<file path="src/rtl/al_key_buffer_pkg.sv">
// Shared keypad keycodes and key-buffer state encodings for the alarm-clock
// entry path. Optional build macro: AL_KEY_BUFFER_RANGE_CHECK_EN.
package al_key_buffer_pkg;

    // PS/2 keypad scan codes
    localparam logic [7:0] KP_0            = 8'h70;
    localparam logic [7:0] KP_1            = 8'h69;
    localparam logic [7:0] KP_2            = 8'h72;
    localparam logic [7:0] KP_3            = 8'h7A;
    localparam logic [7:0] KP_4            = 8'h6B;
    localparam logic [7:0] KP_5            = 8'h73;
    localparam logic [7:0] KP_6            = 8'h74;
    localparam logic [7:0] KP_7            = 8'h6C;
    localparam logic [7:0] KP_8            = 8'h75;
    localparam logic [7:0] KP_9            = 8'h7D;
    localparam logic [7:0] KP_STAR         = 8'h7C;
    localparam logic [7:0] KP_MINUS        = 8'h7B;
    localparam logic [7:0] KP_KEY_RELEASED = 8'hF0;
    localparam logic [7:0] KP_INVALID      = 8'hFF;

    // Entry buffer states
    typedef enum logic [1:0] {
        KB_STATE_EMPTY  = 2'd0,
        KB_STATE_ENTRY  = 2'd1,
        KB_STATE_COMMIT = 2'd2
    } kb_state_t;

    localparam logic [2:0] KB_MAX_DIGITS = 3'd4;

    // True when HH:MM (BCD digits) is a legal 24-hour time
    function automatic logic time_in_range(input logic [3:0] h1, input logic [3:0] h0,
                                           input logic [3:0] m1, input logic [3:0] m0);
        logic [6:0] hours;
        logic [6:0] mins;
        hours = 7'({3'b000, h1} * 7'd10) + {3'b000, h0};
        mins  = 7'({3'b000, m1} * 7'd10) + {3'b000, m0};
        return (hours <= 7'd23) && (mins <= 7'd59);
    endfunction

endpackage

</file>
<file path="src/rtl/al_key_buffer_decode.sv">
// Keypad keycode to BCD digit decoder (combinational).
module kp_digit_decode
    import al_key_buffer_pkg::*;
(
    input  logic [7:0] key,
    output logic       is_digit,
    output logic [3:0] bcd
);

    // Map the ten digit scan codes to BCD; anything else is not a digit
    always_comb begin
        is_digit = 1'b1;
        bcd      = '0;
        case (key)
            KP_0:    bcd = 4'd0;
            KP_1:    bcd = 4'd1;
            KP_2:    bcd = 4'd2;
            KP_3:    bcd = 4'd3;
            KP_4:    bcd = 4'd4;
            KP_5:    bcd = 4'd5;
            KP_6:    bcd = 4'd6;
            KP_7:    bcd = 4'd7;
            KP_8:    bcd = 4'd8;
            KP_9:    bcd = 4'd9;
            default: is_digit = 1'b0;
        endcase
    end

endmodule

</file>
<file path="src/rtl/al_key_buffer.sv">
// 4-digit HH:MM keypad entry buffer feeding the alarm register and time
// counter. Digits scroll in from the right; the buffer clears after a commit
// or after TIMEOUT_SEC seconds without an accepted digit.
// Optional build macro: AL_KEY_BUFFER_RANGE_CHECK_EN (buf_valid and
// commit_done additionally require a legal 24-hour time).
module al_key_buffer
    import al_key_buffer_pkg::*;
#(
    parameter int unsigned TIMEOUT_SEC = 10
) (
    input  logic       clk256,
    input  logic       reset,
    input  logic       one_second,
    input  logic [7:0] key,
    input  logic       alc_shift,
    input  logic       load_alarm,
    input  logic       load_new_time,
    output logic [3:0] ms_hr,
    output logic [3:0] ls_hr,
    output logic [3:0] ms_min,
    output logic [3:0] ls_min,
    output logic [2:0] digit_count,
    output logic       buf_valid,
    output logic       shift_err,
    output logic       commit_done
);

    localparam logic [7:0] TIMEOUT_LOAD = 8'(TIMEOUT_SEC);

    kb_state_t  state, state_n;
    logic [7:0] timer, timer_n;
    logic       shift_q, load_q;
    logic       load_any, shift_rise, load_rise;
    logic       is_digit;
    logic [3:0] bcd;

    logic [3:0] ms_hr_n, ls_hr_n, ms_min_n, ls_min_n;
    logic [2:0] count_n;
    logic       valid_n, err_n, done_n, commit_ok;

    kp_digit_decode u_decode (
        .key      (key),
        .is_digit (is_digit),
        .bcd      (bcd)
    );

    assign load_any   = load_alarm | load_new_time;
    assign shift_rise = alc_shift & ~shift_q;
    assign load_rise  = load_any & ~load_q;

`ifdef AL_KEY_BUFFER_RANGE_CHECK_EN
    assign commit_ok = time_in_range(ms_hr, ls_hr, ms_min, ls_min);
`else
    assign commit_ok = 1'b1;
`endif

    // Next-state for buffer, counter and pulses; load beats shift, shift beats timeout
    always_comb begin
        state_n  = state;
        timer_n  = timer;
        ms_hr_n  = ms_hr;
        ls_hr_n  = ls_hr;
        ms_min_n = ms_min;
        ls_min_n = ls_min;
        count_n  = digit_count;
        err_n    = 1'b0;
        done_n   = 1'b0;
        case (state)
            KB_STATE_COMMIT: begin
                state_n  = KB_STATE_EMPTY;
                timer_n  = '0;
                ms_hr_n  = '0;
                ls_hr_n  = '0;
                ms_min_n = '0;
                ls_min_n = '0;
                count_n  = '0;
            end
            default: begin
                if (load_rise) begin
                    state_n = KB_STATE_COMMIT;
                    done_n  = commit_ok;
                end else if (shift_rise && is_digit) begin
                    state_n  = KB_STATE_ENTRY;
                    timer_n  = TIMEOUT_LOAD;
                    ms_hr_n  = ls_hr;
                    ls_hr_n  = ms_min;
                    ms_min_n = ls_min;
                    ls_min_n = bcd;
                    count_n  = (digit_count >= KB_MAX_DIGITS) ? KB_MAX_DIGITS
                                                              : 3'(digit_count + 3'd1);
                end else begin
                    err_n = shift_rise;
                    if (state == KB_STATE_ENTRY) begin
                        if (timer == '0) begin
                            state_n  = KB_STATE_EMPTY;
                            ms_hr_n  = '0;
                            ls_hr_n  = '0;
                            ms_min_n = '0;
                            ls_min_n = '0;
                            count_n  = '0;
                        end else if (one_second) begin
                            timer_n = timer - 8'd1;
                        end
                    end
                end
            end
        endcase
`ifdef AL_KEY_BUFFER_RANGE_CHECK_EN
        valid_n = (count_n != '0) && time_in_range(ms_hr_n, ls_hr_n, ms_min_n, ls_min_n);
`else
        valid_n = (count_n != '0);
`endif
    end

    // Register state, edge detectors and all outputs
    always_ff @(posedge clk256) begin
        if (reset) begin
            state       <= KB_STATE_EMPTY;
            timer       <= '0;
            shift_q     <= 1'b0;
            load_q      <= 1'b0;
            ms_hr       <= '0;
            ls_hr       <= '0;
            ms_min      <= '0;
            ls_min      <= '0;
            digit_count <= '0;
            buf_valid   <= 1'b0;
            shift_err   <= 1'b0;
            commit_done <= 1'b0;
        end else begin
            state       <= state_n;
            timer       <= timer_n;
            shift_q     <= alc_shift;
            load_q      <= load_any;
            ms_hr       <= ms_hr_n;
            ls_hr       <= ls_hr_n;
            ms_min      <= ms_min_n;
            ls_min      <= ls_min_n;
            digit_count <= count_n;
            buf_valid   <= valid_n;
            shift_err   <= err_n;
            commit_done <= done_n;
        end
    end

endmodule

</file>
<file path="config.mk">
export PLATFORM = sky130hd
export DESIGN_NAME = al_key_buffer
export DESIGN_NICKNAME = d
export VERILOG_FILES = /design/src/rtl/al_key_buffer_pkg.sv /design/src/rtl/al_key_buffer_decode.sv /design/src/rtl/al_key_buffer.sv
export SDC_FILE = /design/constraint.sdc
export NUM_CORES = 1
export LEC_CHECK = 0
export CAP_MARGIN = 20
export CELL_PAD_IN_SITES_DETAIL_PLACEMENT = 0
export CELL_PAD_IN_SITES_GLOBAL_PLACEMENT = 1
export CORE_MARGIN = 2
export CORE_UTILIZATION = 33
export DETAILED_ROUTE_END_ITERATION = 7
export PLACE_DENSITY = 0.82
export SYNTH_ARGS = -nofsm -noshare
export SYNTH_HDL_FRONTEND = slang
export SYNTH_SLANG_ARGS = --single-unit
</file>
<file path="constraint.sdc">
create_clock -name clk256 -period 2.2 [get_ports clk256]
set_input_delay 0.44 -clock clk256 [delete_from_list [all_inputs] [get_ports clk256]]
set_output_delay 0.44 -clock clk256 [all_outputs]
set_load 0.05 [all_outputs]
</file>
After elaboration in Yosys (flattened, before gate mapping)

Index checks and enable logic that the tools add are counted.

Order comparisons: 1
Mux-type cells: 23
Bitwise operators: 6
Add/subtract/negate cells: 2
Reduce and logical (&&, ||, !) cells: 16
Equal/unequal tests: 13

Operators by type and width:

| operator                                                           | count |
|---|---|
| 8-bit by 7-bit == test with 1-bit output, second input constant    | 10 |
| 4-bit case mux with 9 select lines                                 | 1 |
| 8-bit two-way mux                                                  | 4 |
| 4-bit two-way mux                                                  | 6 |
| 3-bit two-way mux                                                  | 6 |
| 10-bit OR reduction                                                | 1 |
| 3-bit nonzero test                                                 | 3 |
| 8-bit zero test                                                    | 1 |
| 2-bit two-way mux                                                  | 4 |
| 8-bit by 1-bit subtractor with 8-bit output, second input constant | 1 |
| 2-bit nonzero test                                                 | 3 |
| 2-bit AND reduction                                                | 2 |
| 4-bit AND reduction                                                | 1 |
| 4-bit OR reduction                                                 | 1 |
| 3-bit by 1-bit adder with 3-bit output, second input constant      | 1 |
| 3-bit greater-or-equal comparator, second input constant           | 1 |
| 1-bit inverter                                                     | 3 |
| 3-bit AND reduction                                                | 1 |
| 3-bit OR reduction                                                 | 1 |
| 1-bit AND                                                          | 2 |
| 2-bit by 1-bit == test with 1-bit output, second input constant    | 1 |
| 2-bit == test, second input constant                               | 1 |
| 1-bit two-way mux                                                  | 2 |
| 2-bit != test, second input constant                               | 1 |
| 3 further kinds                                                    | 3 |

Register bits: 34
Input bits: 14
Logic and storage cells: 74
Output and inout bits: 22

Longest topological paths before layout

Depth after elaboration: 8
Mapped depth: 9
Gate-level depth less buffers: 7

Modules after synthesis

Synthesis repeated with hierarchy kept, for this count alone.

Cell total of the unflattened synthesis: 187
Area total of the unflattened synthesis: 1629.1 µm²

By module, submodules not included:

| module          | cells each | sequential area each (µm²) | times used | area an instance (µm²) |
|---|---|---|---|---|
| al_key_buffer   | 161        | 680.7                      | 1          | 1457.6 |
| kp_digit_decode | 26         | 0.0                        | 1          | 171.4 |

Worst setup path before layout

Ideal clock, no wire load.

Kind: register to register
Start: reg timer[0]
End: reg ls_hr[0]
Data required time: 2.083 ns
Path buffers: 2
Library setup time: 0.117 ns
Path slack: 0.083 ns
Clock period less this slack: 2.117 ns
Arrival: 2.000 ns
Cell stages (with the launch flop): 10
Cells stage by stage: dfxtp_1 -> inv_1 -> ha_1 -> or3b_1 -> nor3_1 -> buf_2 -> nand2_1 -> and3_1 -> buf_2 -> a22o_1

Word-level cells in the longest chain between the ends: 3

RTL lines:

| element                              | line                 | source |
|---|---|---|
| from (decl)                          | al_key_buffer.sv:31  | `logic [7:0] timer, timer_n;` |
| from (signal assigned)               | al_key_buffer.sv:132 | `timer <= timer_n;` |
| 8-bit zero test                      | al_key_buffer.sv:94  | `if (timer == '0) begin` |
| 2-bit nonzero test (no source line)  | n/a                  |  |
| 3-bit AND reduction (no source line) | n/a                  |  |
| to (signal assigned)                 | al_key_buffer.sv:136 | `ls_hr <= ls_hr_n;` |
| to (decl)                            | al_key_buffer.sv:19  | `output logic [3:0] ls_hr,` |

No other way between the ends.
A chain may end at the register's enable or synchronous reset.

Worst setup path after layout

Start: reg timer[0]
End: reg ls_hr[1]

The elaborated chain is that of the path after synthesis.

==> impl_metrics.yaml <==
routing:
  drtAntennaViolNets: 0
  finalWirelength_mm: 3.39
  avgViaCountPerCell: 4.94
  routedWlPerCell_um: 12.0
  drt_iter0_drc: 83
  num_vias: 1397
  drc: 0
  drtPass1Iterations: 4
logic_synthesis:
  synth_edf_count: 0
  syn_avg_cell_area_um2: 9.35
  syn-instance-count: 166
  synth_top_flop_cell: "dfxtp_1"
  ys_seq_area_share_pct: 43.9
  synth_cell_type_count: 47
  syn_area_um2: 1550
  ys_seq_elements: 34
  synth_warnings: 0
  syn-num-nets: 183
  synthArstFlopShare_pct: 0
finish:
  final_common_cell: "dfxtp_1"
  stdcell_count: 283
  diodes: 0
  area_growth_pct: 47.4
  fill_cells: 445
  finalNetCount: 247
  final_core_util_pct: 51.5
  final_cell_mix: "dfxtp_1, clkdlybuf4s50_1, buf_4"
  drive_gt1_share_pct: 21.2
run:
  maxCapViolCount: 0
power_and_ir_drop:
  p_leak_nw: 0.878
  power_w: 0.00134
  power-per-cell-area_nw_per_um2: 585
  peakVddDrop_mv: 0.347
grt:
  grt_max_degree: 13
  grt_pass1_wl_mm: 5.85
  grt_usage_pct: 14.4
  antenna_found_initial: 0
  first_global_vias: 1336
  overflow: 0
sta:
  hold_ws_ps: 481
  finalCritPeriodShare_pct: 93.0
  hold_violations: 0
  fmax_mhz: 489
  worstMarginPinSlew_ps: 503
  rsz0062_at_grt: "no"
  fin_worst_skew_ps: 8.57
  slew_viol_final: 0
  relSlewSlack_pct: 66.3
  setup_viol: 0
  period_minus_slack_ps: 2050
clocking:
  cts_hold_buf: 0
  root_buffer: "clkbuf_8"
  cts_tree: "built"
  cts.sinks: 34
  clkSlewWorstSetupHoldPaths_ps: 70
  h-tree-depth: 2
  clock_latency_ps: 290
  cts_buffer_depth: 2
  cts_buffers: 5
worst_setup_path:
  worstSetupEndpointType: "flip-flop"
  start_kind: "flip-flop"
  timing.critical_path.fanout_max: 11
  rr_startpoint: "timer[0]"
  critPathKind: "reg2reg"
  crit_arrival_ps: 2220
  required_ps: 2370
  startpoint: "timer[0]"
worst_hold_path:
  min_from: "ms_hr[1]"
  hp-class: "reg2reg"
floorplan:
  die_area_um2: 5270
  die_y_um: 72.6
  initial_utilization_pct: 34.9
  ios: 36
  die_x_um: 72.6
  placementRows: 24
  core_area_um2: 4440
place:
  port_buffers: 35
  gp_congestion: 0.765
  placed_cells: 274
  place_hpwl_mm: 2.59
outcome:
  status: "finished, final reports clean"
area by class of cell:
cell class	instances	area (um2)	share of cell area, %
well taps	52	65.1	2.84
inverters	7	26.3	1.15
repair buffers	62	558	24.4
clock inverters	3	45.0	1.97
multi-input cells	120	843	36.9
flip-flops and latches	34	681	29.8
clock buffers	5	68.8	3.01
per-stage QoR:
step / setup TNS (ps) / instance area [um2] / setup slack (ps)
2_1_floorplan: 0 / 1550 / 82.8
3_3_place_gp: -6000 / 2130 / -367
3_5_place_dp: -6910 / 2130 / -419
4_1_cts: 0 / 2250 / 5.90
5_1_grt: 0 / 2290 / 15.3
6_report: 0 / 2290 / 154
registers in the layout, indices dropped and copies added (netlist names):
| register | cells |
|---|---|
| digit_count | 3 |
| ls_min | 4 |
| timer | 8 |
| state | 2 |
| ms_min | 4 |
| shift_q | 1 |
| ls_hr | 4 |
| commit_done | 1 |
| buf_valid | 1 |
| shift_err | 1 |
| ms_hr | 4 |
| load_q | 1 |
cells in the mapped netlist (all sizes together) (2+ instances only):
cell type  number  share of area (%)
xnor2           8                4.5
a21oi          13                4.2
a211oi          3                1.5
a22o           11                6.2
nand2b          4                1.6
and2b           2               0.97
buf             3                1.4
or3             2               0.81
clkbuf          2               0.48
nor2           15                3.6
dfxtp          34                 44
a32oi           2                1.6
o21ai           3                1.2
nor3            8                2.6
nor3b           3                1.8
nor4b           2                1.1
nor2b           2               0.81
nand3b          2               0.97
inv             7                1.7
nand3           6                1.9
a2111oi         2                1.5
ha              3                2.4
mux2            2                1.5
nand2           8                1.9
or2             2               0.81
per-layer routing:
| layer | GRT usage [%] | up-vias | share of wire [%] |
|---|---|---|---|
| met5 | 0 | - | 0 |
| li1 | - | 738 | - |
| met4 | 5.56 | 0 | 0.50 |
| met2 | 22.7 | 23 | 47 |
| met1 | 18.4 | 634 | 49 |
| met3 | 4.17 | 2 | 3.3 |
worst max-delay path, stage by stage (launching register included):
cell and delay [ps]:
dfxtp_1 330, inv_1 60, ha_1 140, or3b_1 390, nor3_1 230, buf_4 170
nand2_1 70, and3_2 300, a22o_1 250
timing repair:
| item | in CTS | in global routing |
|---|---|---|
| buffers inserted | 0 | 1 |
| hold endpoints to repair | 0 | 0 |
| setup endpoints to repair | 14 | 15 |
| pin swaps | 0 | 2 |
| gates resized for setup | 5 | 8 |
logic make-up (layout without fill, tap and decap cells):
kind of cell	after synthesis	after routing	synth area share [%]
buffers and inverters	12	77	3.55
XOR/XNOR	9	9	5.08
adder cells (fa/ha/maj)	3	3	2.42
multiplexers	2	2	1.45
AND/OR/NAND/NOR	64	64	22.9
flip-flops	34	34	43.9
AO/OA/AOI/OAI	42	42	20.7
final timing paths:
kind	endpoint	slack [ps]	cells after the start
worst min-delay path	ms_hr[1]	480	1
worst max-delay path	ls_hr[1]	150	8
worst max register to register	ls_hr[1]	150	8
worst min register to register	ms_hr[1]	480	1
where the power goes:
part	internal [W]	switching (W)	total (W)
Clock	0.000337	0.000231	0.000568
Sequential	0.000622	0.00000422	0.000626
Combinational	0.0000711	0.0000737	0.000145
Total	0.00103	0.000309	0.00134
(Power assumes the default switching activity.)
